**src/rtl/reaction_pkg.sv**
```systemverilog
// Shared definitions for the reaction-time game: display state codes, BCD limits and LFSR constants.
package reaction_pkg;

    localparam logic [2:0] ST_IDLE   = 3'b000;
    localparam logic [2:0] ST_WAIT   = 3'b001;
    localparam logic [2:0] ST_FAIL   = 3'b010;
    localparam logic [2:0] ST_GO     = 3'b011;
    localparam logic [2:0] ST_RESULT = 3'b111;
    localparam logic [2:0] ST_BEST   = 3'b110;

    typedef enum logic [2:0] {
        S_IDLE   = ST_IDLE,
        S_WAIT   = ST_WAIT,
        S_FAIL   = ST_FAIL,
        S_GO     = ST_GO,
        S_RESULT = ST_RESULT,
        S_BEST   = ST_BEST
    } state_e;

    localparam logic [15:0] BCD_MAX   = 16'h9999;
    localparam logic [15:0] LFSR_SEED = 16'hACE1;
    // Feedback taps 16,14,13,11 expressed as bit positions 15,13,12,10.
    localparam logic [15:0] LFSR_TAPS = 16'hB400;

    function automatic logic [15:0] lfsr_next(input logic [15:0] v);
        return {v[14:0], ^(v & LFSR_TAPS)};
    endfunction

endpackage

```
**src/rtl/bcd4_counter.sv**
```systemverilog
// Four-digit BCD up-counter with synchronous clear and saturation at 9999.
module bcd4_counter
    import reaction_pkg::*;
(
    input  logic        clk,
    input  logic        rst,
    input  logic        clr,
    input  logic        inc,
    output logic [15:0] cnt
);

    logic [15:0] cnt_q;
    logic [15:0] cnt_d;
    logic        carry;

    always_comb begin
        cnt_d = cnt_q;
        carry = 1'b0;
        if (clr) begin
            cnt_d = '0;
        end else if (inc && cnt_q != BCD_MAX) begin
            carry = 1'b1;
            for (int i = 0; i < 4; i++) begin
                if (carry) begin
                    if (cnt_q[4*i +: 4] == 4'd9) begin
                        cnt_d[4*i +: 4] = 4'd0;
                    end else begin
                        cnt_d[4*i +: 4] = cnt_q[4*i +: 4] + 4'd1;
                        carry           = 1'b0;
                    end
                end
            end
        end
    end

    always_ff @(posedge clk or posedge rst) begin
        if (rst) begin
            cnt_q <= '0;
        end else begin
            cnt_q <= cnt_d;
        end
    end

    assign cnt = cnt_q;

endmodule

```
**src/rtl/reaction_game_ctrl.sv**
```systemverilog
// Round sequencer for the reaction-time game: random GO delay, BCD reaction timing, best-time tracking.
//  state  | meaning
//  IDLE   | power-up / after leaving best view
//  WAIT   | random delay running, early react is a false start
//  FAIL   | false start or GO timeout
//  GO     | timing the reaction in ms
//  RESULT | valid reaction shown
//  BEST   | best time view
module reaction_game_ctrl
    import reaction_pkg::*;
#(
    parameter int TICK_DIV     = 50000,
    parameter int MIN_DELAY_MS = 1000,
    parameter int RAND_BITS    = 11,
    parameter int TIMEOUT_MS   = 9999
) (
    input  logic        clk,
    input  logic        rst,
    input  logic        start_btn,
    input  logic        react_btn,
    input  logic        best_btn,
    output logic [2:0]  state,
    output logic [15:0] act_time,
    output logic [15:0] max_result
);

    localparam int PW = (TICK_DIV > 1) ? $clog2(TICK_DIV) : 1;

    state_e      state_q, state_d;
    logic [PW-1:0] presc_q, presc_d;
    logic [15:0] tmr_q, tmr_d;
    logic [15:0] lfsr_q, lfsr_d;
    logic [15:0] best_q, best_d;
    logic [15:0] act_q;
    logic        tick;
    logic        tmr_last;
    logic        enter_wait;
    logic        act_clr;
    logic        act_inc;

    bcd4_counter u_act (
        .clk (clk),
        .rst (rst),
        .clr (act_clr),
        .inc (act_inc),
        .cnt (act_q)
    );

    always_comb begin
        tick       = (presc_q == PW'(TICK_DIV - 1));
        tmr_last   = (tmr_q <= 16'd1);
        presc_d    = tick ? '0 : presc_q + PW'(1);
        lfsr_d     = lfsr_next(lfsr_q);
        state_d    = state_q;
        tmr_d      = tmr_q;
        best_d     = best_q;
        enter_wait = 1'b0;
        act_clr    = 1'b0;
        act_inc    = 1'b0;

        case (state_q)
            S_IDLE: begin
                if (start_btn)     enter_wait = 1'b1;
                else if (best_btn) state_d    = S_BEST;
            end
            S_WAIT: begin
                if (react_btn) begin
                    state_d = S_FAIL;
                end else if (tick) begin
                    if (tmr_last) begin
                        state_d = S_GO;
                        presc_d = '0;
                        act_clr = 1'b1;
                        tmr_d   = 16'(TIMEOUT_MS);
                    end else begin
                        tmr_d = tmr_q - 16'd1;
                    end
                end
            end
            S_GO: begin
                // A react on a tick edge freezes the time at its pre-tick value.
                if (react_btn) begin
                    state_d = S_RESULT;
                    if (act_q < best_q) best_d = act_q;
                end else if (tick) begin
                    act_inc = 1'b1;
                    if (tmr_last) state_d = S_FAIL;
                    else          tmr_d   = tmr_q - 16'd1;
                end
            end
            S_RESULT, S_FAIL: begin
                if (start_btn)     enter_wait = 1'b1;
                else if (best_btn) state_d    = S_BEST;
            end
            S_BEST: begin
                if (start_btn)     enter_wait = 1'b1;
                else if (best_btn) state_d    = S_IDLE;
            end
            default: state_d = S_IDLE;
        endcase

        if (enter_wait) begin
            state_d = S_WAIT;
            presc_d = '0;
            tmr_d   = 16'(MIN_DELAY_MS) + 16'(lfsr_q[RAND_BITS-1:0]);
        end
    end

    always_ff @(posedge clk or posedge rst) begin
        if (rst) begin
            state_q <= S_IDLE;
            presc_q <= '0;
            tmr_q   <= '0;
            lfsr_q  <= LFSR_SEED;
            best_q  <= BCD_MAX;
        end else begin
            state_q <= state_d;
            presc_q <= presc_d;
            tmr_q   <= tmr_d;
            lfsr_q  <= lfsr_d;
            best_q  <= best_d;
        end
    end

    assign state      = state_q;
    assign act_time   = act_q;
    assign max_result = best_q;

endmodule

```
**config.mk**
```make
export PLATFORM = sky130hd
export DESIGN_NAME = reaction_game_ctrl
export DESIGN_NICKNAME = d
export VERILOG_FILES = /design/src/rtl/reaction_pkg.sv /design/src/rtl/bcd4_counter.sv /design/src/rtl/reaction_game_ctrl.sv
export SDC_FILE = /design/constraint.sdc
export NUM_CORES = 1
export LEC_CHECK = 0
export BUFFER_PORTS_ARGS = -buffer_cell sky130_fd_sc_hd__buf_4
export CAP_MARGIN = 5
export CORE_UTILIZATION = 40
export DETAILED_ROUTE_END_ITERATION = 16
export GPL_TIMING_DRIVEN = 0
export SLEW_MARGIN = 20
export SYNTH_ARGS = -nofsm -noshare
export SYNTH_HDL_FRONTEND = slang
export SYNTH_HIERARCHICAL = 1
export SYNTH_SLANG_ARGS = --single-unit
```
**constraint.sdc**
```tcl
create_clock -name clk -period 6.52 [get_ports clk]
set_input_delay 1.304 -clock clk [delete_from_list [all_inputs] [get_ports clk]]
set_output_delay 1.304 -clock clk [all_outputs]
set_load 0.005 [all_outputs]
```
Word-level counts from Yosys, hierarchy flattened. Index checks and enable logic that the tools add are counted.

Bits in registers: 83. Input bits: 5. Output and inout port bits: 35.

$add $sub $neg: 7. $lt $le $gt $ge: 2. Eq/ne operators: 24. Multiplexer cells: 55. Reduce and logical (&&, ||, !) cells: 16.

Operator list (number): $mux 16 (15); $mux 3 (11); $pmux 16 s2 (1); $mux 4 (7); $ne 3x3->1 const B (7); $mux 1 (20); $add 16x1->16 const B (1); $add 4x1->4 const B (4); $eq 16x16->1 const B (1); $eq 4x4->1 const B (4); $le 16x1->1 const B (1); $lt 16x16->1 (1); $ne 16x16->1 const B (1); $ne 4x4->1 const B (4); $reduce_xor 16->1 (1); $sub 16x1->16 const B (1); $add 10x11->12 const A (1); $pmux 3 s4 (1); $reduce_and 8->1 (1); $reduce_bool 2->1 (4); $eq 3x2->1 const B (2); $eq 3x3->1 const B (2); $reduce_and 2->1 (3); $reduce_and 6->1 (1); other kinds (9) (9).

Logic depth before layout (Yosys ltp). Gate-level depths: netlist (run 1).

Word-level depth: 16. Gate-level depth with buffers: 10. Depth with buffers taken out: 9.

Cells and area by module. The synthesis (run 1) kept the hierarchy.

Modules (own cells, without submodules): reaction_game_ctrl (times used 1, cells an instance 462, area each 4185.3 µm², seq. area each 1696.6 µm²); bcd4_counter (times used 1, cells an instance 111, area each 1077.3 µm², seq. area each 400.4 µm²).

Worst setup path after synthesis (run 1). Ideal clock, no wire load.

Path type: input -> register. Start point: in react_btn. End point: reg u_act.cnt_q[15], in the netlist u_act/cnt[15]. Arrival: 2.672 ns. Data required time: 6.395 ns. Slack: 3.724 ns. Cell stages on the path: 9. Path buffers: 2. Path through: inv_1 and2_2 nand2_1 nor2_1 buf_2 nand4b_1 buf_2 nor4_1 mux2_2.

Longest elaborated chain between the ends: 5.

Ends and longest elaborated chain: start: declaration (RTL line reaction_game_ctrl.sv:20) `input logic react_btn,`; $mux 1 (RTL line reaction_game_ctrl.sv:82) `if (react_btn) begin`; $mux 1 (RTL line reaction_game_ctrl.sv:61) `case (state_q)`; via act_inc (RTL line reaction_game_ctrl.sv:39) `logic act_inc;`; $logic_and 1x1->1 (RTL line bcd4_counter.sv:21) `end else if (inc && cnt_q != BCD_MAX) begin`; $reduce_bool 2->1 (no line); $reduce_and 2->1 (no line); end signal: assignment (RTL line bcd4_counter.sv:40) `cnt_q <= cnt_d;`; end: declaration (RTL line bcd4_counter.sv:12) `logic [15:0] cnt_q;`.

The timed path passes the listed nets, and every way through them passes these cells. A chain may end at the register's enable or synchronous reset.

Final worst setup path (run 1).
Start point: reg presc_q[0]. End point: reg u_act.cnt_q[11], in the netlist u_act/cnt[11].

RTL lines: start: declaration (RTL line reaction_game_ctrl.sv:30) `logic [PW-1:0] presc_q, presc_d;`; start signal: assignment (RTL line reaction_game_ctrl.sv:118) `presc_q <= presc_d;`; $eq 16x16->1 * (RTL line reaction_game_ctrl.sv:50) `tick = (presc_q == PW'(TICK_DIV - 1));`; $mux 1 * (RTL line reaction_game_ctrl.sv:69) `end else if (tick) begin`; $mux 1 * (RTL line reaction_game_ctrl.sv:67) `if (react_btn) begin`; $mux 1 * (RTL line reaction_game_ctrl.sv:61); via act_clr (RTL line reaction_game_ctrl.sv:38) `logic act_clr;`; $reduce_bool 2->1 (no line); $reduce_and 2->1 (no line).

Mark *: on every way through the listed nets, which the timed path passes. The rest lies on a longest branch.

==> results.json, run 1 <==
{
  "grt_pass1_wl_mm": 22.9,
  "synth_top_area_cell": "dfrtp_1",
  "cpMaxStageDelayCell": "nor2_1",
  "yosys-top-cells-area": "dfrtp_1, dfstp_2, ha_1, nand4_1, nor2_1",
  "clk_pin_slew_ps": 70,
  "avgSynthCellArea_um2": 9.18,
  "place.gp.congestion": 0.868,
  "fp.dieArea_um2": 13600,
  "numCtsBuffers": 9,
  "yosysSeqAreaShare_pct": 39.8,
  "placed_cell_area_um2": 5800,
  "fmax_mhz": 285,
  "crit_path_cell_trace": "ha_1 -> nand3_1 -> nand4b_1 -> or3_4 -> nor2_1 -> clkbuf_1 -> buf_2 -> nand3b_1 -> nand4_1",
  "power_frac_clock_pct": 22.3,
  "finalHoldViolations": 0,
  "p_int_w": 0.00124,
  "nNetsFinal": 654,
  "fp.dieH_um": 117,
  "coreArea_um2": 12700,
  "synthArstFlopShare_pct": 100,
  "drt-initial-drc-count": 389,
  "crit_buf_inv": 2,
  "maxSlewHeadroom_pct": 40.7,
  "power_switching_share_pct": 44.0,
  "grtUsageMet1_pct": 30.3,
  "peakVddDrop_uv": 194,
  "die_w_um": 117,
  "grt_pass1_vias": 4519,
  "synth_flop_cell": "dfrtp_1",
  "antenna_found_initial": 0,
  "tns_ps": 0,
  "arrival_ps": 3720,
  "critPathMaxStageDelay_ps": 550,
  "worstSetupPathDepth": 9,
  "drive_gt1_share_pct": 16.5,
  "leakagePower_nw": 2.59,
  "r2r_end": "u_act/cnt[11]",
  "ys_seq_elements": 83,
  "wirelength_mm": 13.8,
  "use_met2_pct": 33.5,
  "insertedDiodeCount": 0,
  "min_to": "lfsr_q[15]",
  "yosysWarnings": 6,
  "synth_top_cell_area_share_pct": 31.9,
  "hold_depth": 0,
  "post-route-period-util_pct": 53.8,
  "crit_type": "flop to flop",
  "htreeDepth": 3,
  "end_kind": "flop",
  "synth_area_um2": 5260,
  "num_io_pins": 40,
  "stdcell_area_um2": 6080,
  "cts.sinks": 83,
  "root_buffer": "clkbuf_16",
  "dr.pass1.iters": 5,
  "io_buffers": 39,
  "synth_edf_count": 0,
  "p_per_area_nw_per_um2": 365,
  "grtUsageMet3_pct": 4.72,
  "placementRows": 41,
  "synth_cell_type_count": 78,
  "hold_path_class": "flop to flop",
  "initial_core_util_pct": 41.4,
  "cp_max_fo": 10,
  "p_seq_share_pct": 33.7,
  "clockBufferDepth": 2,
  "cp_top_family": "simple AND/OR/NAND/NOR gates",
  "clock_skew_ps": 6.92,
  "wl_per_cell_um": 17.3,
  "final_common_cell": "dfrtp_1",
  "cts_setup_buffers": 0,
  "viasPerCell": 5.91,
  "p_comb_share_pct": 44.0,
  "grt_max_degree": 58,
  "drc": 0,
  "clk_latency_ps": 350,
  "start_kind": "flop",
  "ctsResizeCount": 0,
  "postSynthCellCount": 573,
  "syn_nets": 603,
  "overflow": 0,
  "setup-violations-final": 0,
  "r2r_setup_slack_ps": 3010,
  "grt-busiest-layer": "met2",
  "finalMaxSlewViolations": 0,
  "grt_usage_pct": 21.7,
  "dp_hpwl_mm": 9.79,
  "r2r_cells": 9,
  "period_minus_slack_ps": 3510,
  "outcome": "finished, final reports clean",
  "cts_tree": "done",
  "mostFrequentLayoutCells": "dfrtp_1, nor2_1, nand4_1, buf_4, nand3_1",
  "drv_cap": 0,
  "vias": 4736,
  "worst_pin_slew_ps": 881,
  "power_switching_w": 0.000975,
  "min_from": "lfsr_q[14]",
  "rsz0062_at_grt": "false",
  "ctsHoldBuffers": 0,
  "worst_ep_required_time_ps": 6740,
  "area_growth_pct": 15.6,
  "ant_nets": 0,
  "r2r-start": "presc_q[0]"
}
metrics by stage:
| step | utilization (%) | worst slack, ps | hold WS, ps | power (W) | cells |
|---|---|---|---|---|---|
| 6_report | 47.8 | 3010 | 350 | 0.00222 | 801 |
| 5_1_grt | 47.8 | 2820 | 371 | 0.00238 | 801 |
| 4_1_cts | 47.8 | 3010 | 353 | 0.00223 | 801 |
| 3_5_place_dp | 45.6 | 3030 | 346 | 0.00172 | 785 |
| 3_3_place_gp | 45.4 | 2530 | 337 | 0.00169 | 784 |
| 2_1_floorplan | - | 3560 | 333 | 0.00139 | 573 |
flip-flops by register name, indices dropped and copies added (netlist names):
register / count
state: 3
lfsr_q: 16
max_result: 16
presc_q: 16
tmr_q: 16
u_act/cnt: 16
cells by family after synthesis:
group	after synthesis	share of synthesized area, %
compound gates	134	17.9
xor+xnor	22	3.66
fa+ha+maj	25	5.94
buf+inv	66	5.30
flops	83	39.8
mux	10	2.04
simple gates	233	25.3
final cells by class:
cell class	count	area, um2
multi-input cells	424	2890
repair buffers	40	320
clock inverters	7	58.8
fillers	1249	6640
clock buffers	9	225
flip-flops and latches	83	2100
inverters	34	130
plain buffers	32	151
well taps	172	215
how the worst max path moves through the flow:
| stage | from | end | slack, ps |
|---|---|---|---|
| 2_1_floorplan | rst | lfsr_q[12] | 3560 |
| 3_3_place_gp | rst | lfsr_q[9] | 2530 |
| 3_5_place_dp | presc_q[0] | u_act/cnt[11] | 3030 |
| 4_1_cts | presc_q[0] | u_act/cnt[11] | 3010 |
| 5_1_grt | presc_q[0] | u_act/cnt[11] | 2820 |
| 6_report | presc_q[0] | u_act/cnt[11] | 3010 |
synthesized netlist by cell type, types with 6 or more instances:
master / n
a211oi_1: 9
a21oi_1: 17
a31oi_1: 19
and3_1: 6
buf_2: 7
clkbuf_1: 20
dfrtp_1: 67
dfstp_2: 16
ha_1: 25
inv_1: 34
nand2_1: 23
nand3_1: 35
nand4_1: 43
nor2_1: 59
nor3_1: 7
o211ai_1: 25
o21ai_0: 15
xnor2_1: 11
xor2_1: 11
per-layer routing:
layer  vias to the layer above  share of wire (%)
met5                         -                  0
li1                       2266                  -
met4                         0                1.7
met3                        23                5.4
met1                      2292                 48
met2                       155                 45
power by group through the flow:
stage | Combinational [W] | Sequential, W | Clock [W]
after floorplan | 0.000671 | 0.000722 | 0
after detailed placement | 0.000968 | 0.000751 | 0
final | 0.000977 | 0.000746 | 0.000495
after CTS | 0.000971 | 0.000743 | 0.000513
after global routing | 0.00109 | 0.000760 | 0.000530
after global placement | 0.000949 | 0.000746 | 0
(Power assumes the default switching activity.)
==> run 2, diff against run 1 <==
==> constraint.sdc (replaced) <==
create_clock -name clk -period 3.3 [get_ports clk]
set_input_delay 0.66 -clock clk [delete_from_list [all_inputs] [get_ports clk]]
set_output_delay 0.66 -clock clk [all_outputs]
set_load 0.005 [all_outputs]
==> run 2 against run 1 <==
  * Sequential share of layout area is 0.11 points lower
  * Register-to-register slack worse by 2900 ps
  * Clock skew hardly changed
  * Global-route usage is 0.12 points higher
  * Design area is 0.31% higher
  * Sequential cell count stayed put
  * Non-clock buffer count is 1 higher
  * Clock power is 98% higher
  * Largest cell class unchanged
==> results.json, run 2 (synthesized netlist as in run 1, its figures left out) <==
{
  "clockBufferDepth": 2,
  "grt_usage_pct": 21.8,
  "final_common_cell": "dfrtp_1",
  "hold_path_class": "input pin to async pin",
  "wirelength_mm": 13.9,
  "htreeDepth": 3,
  "crit_type": "flop to flop",
  "critPathMaxStageDelay_ps": 590,
  "drive_gt1_share_pct": 16.8,
  "coreArea_um2": 12700,
  "vias": 4762,
  "clock_skew_ps": 6.48,
  "setup_ws_ps": 149,
  "antenna_found_initial": 0,
  "overflow": 0,
  "peakVddDrop_uv": 385,
  "drc": 0,
  "mostFrequentLayoutCells": "dfrtp_1, nor2_1, nand4_1, buf_4, nand3_1",
  "cpMaxStageDelayCell": "or4_4",
  "die_w_um": 117,
  "dr.pass1.iters": 5,
  "drv_cap": 0,
  "seq_area_um2": 2100,
  "maxSlewHeadroom_pct": 42.6,
  "finalMaxSlewViolations": 0,
  "start_kind": "flop",
  "num_io_pins": 40,
  "dp_slack_ps": -188,
  "io_buffers": 39,
  "nFillCells": 1249,
  "numCtsBuffers": 9,
  "ant_nets": 0,
  "outcome": "finished, final reports clean",
  "dp_hpwl_mm": 9.79,
  "arrival_ps": 3370,
  "root_buffer": "clkbuf_16",
  "hold_slack_ps": 245,
  "worst_ep_required_time_ps": 3520,
  "setup-violations-final": 0,
  "cp_max_fo": 10,
  "period_minus_slack_ps": 3150,
  "initial_core_util_pct": 41.4,
  "fp.dieArea_um2": 13600,
  "rsz0062_at_grt": "false",
  "nNetsFinal": 655,
  "fp.dieH_um": 117,
  "cts_tree": "done",
  "finalHoldViolations": 0,
  "fmax_mhz": 317,
  "crit_path_cell_trace": "or4_4 -> or2_1 -> or3_4 -> nor2_2 -> clkbuf_1 -> buf_2 -> nand3b_1 -> nand4_1",
  "worst_pin_slew_ps": 854,
  "grt_pass1_vias": 4530,
  "placementRows": 41,
  "wl_per_cell_um": 17.4,
  "cp_top_family": "simple AND/OR/NAND/NOR gates",
  "area_growth_pct": 16.0,
  "grt_max_degree": 58,
  "drt-initial-drc-count": 408,
  "tns_ps": 0,
  "leakagePower_nw": 2.59,
  "clk_pin_slew_ps": 70,
  "end_kind": "flop",
  "insertedDiodeCount": 0,
  "multi_input_area_um2": 2900,
  "clk_latency_ps": 350,
  "grt_pass1_wl_mm": 23.0,
  "post-route-period-util_pct": 95.5,
  "p_per_area_nw_per_um2": 720,
  "cts.sinks": 83,
  "ctsHoldBuffers": 0,
  "place.gp.congestion": 0.868,
  "crit_buf_inv": 2,
  "viasPerCell": 5.94
}
[run 2: cell count changes in the layout (fill, tap and decap cells not counted), sizes merged]
cell and change:
buf +1
[run 2: through the flow]
step / total power, W / util [%] / std cells / area, um2
after floorplan: 0.00275 / - / 573 / 5260
after global placement: 0.00335 / 45.4 / 784 / 5770
after detailed placement: 0.00340 / 45.6 / 785 / 5800
after CTS: 0.00440 / 47.9 / 802 / 6090
after global routing: 0.00472 / 48.0 / 802 / 6100
final: 0.00439 / 48.0 / 802 / 6100
[run 2: worst paths after layout]
check | cells after the start | to | startpoint | slack (ps)
max | 8 | u_act/cnt[11] | tmr_q[2] | 150
min | 2 | state[1] | rst | 240
max reg2reg | 8 | u_act/cnt[11] | tmr_q[2] | 150
min reg2reg | 0 | lfsr_q[15] | lfsr_q[14] | 350
max in group asynchronous | 2 | u_act/cnt[0] | rst | 2420
min in group clk | 0 | lfsr_q[15] | lfsr_q[14] | 350
[run 2: per-layer routing]
layer	routed length, um	track usage (%)
met5	0	0
met1	6670	30.5
met4	206	6.84
met2	6350	33.7
met3	711	4.72
[run 2: what timing repair did]
action / 4_1_cts / 5_1_grt
endpoints found under the setup margin: 13 / 1
gates resized for setup: 1 / 1
buffers inserted: 1 / 0
[run 2: layout make-up]
cell class                 count  area share, %
tap                          172           3.53
timing repair buffer          41           5.37
buffer                        32           2.48
multi-input combinational    424           47.5
sequential                    83           34.4
inverter                      34           2.13
clock inverter                 7          0.964
clock buffer                   9           3.69
[run 2: power by group]
| part | internal, W | total (W) | switching, W | leakage [nW] |
|---|---|---|---|---|
| logic | 0.000691 | 0.00193 | 0.00124 | 1.43 |
| registers | 0.00124 | 0.00148 | 0.000241 | 1.03 |
| clock network | 0.000525 | 0.000979 | 0.000454 | 0.139 |
| total | 0.00246 | 0.00439 | 0.00194 | 2.59 |
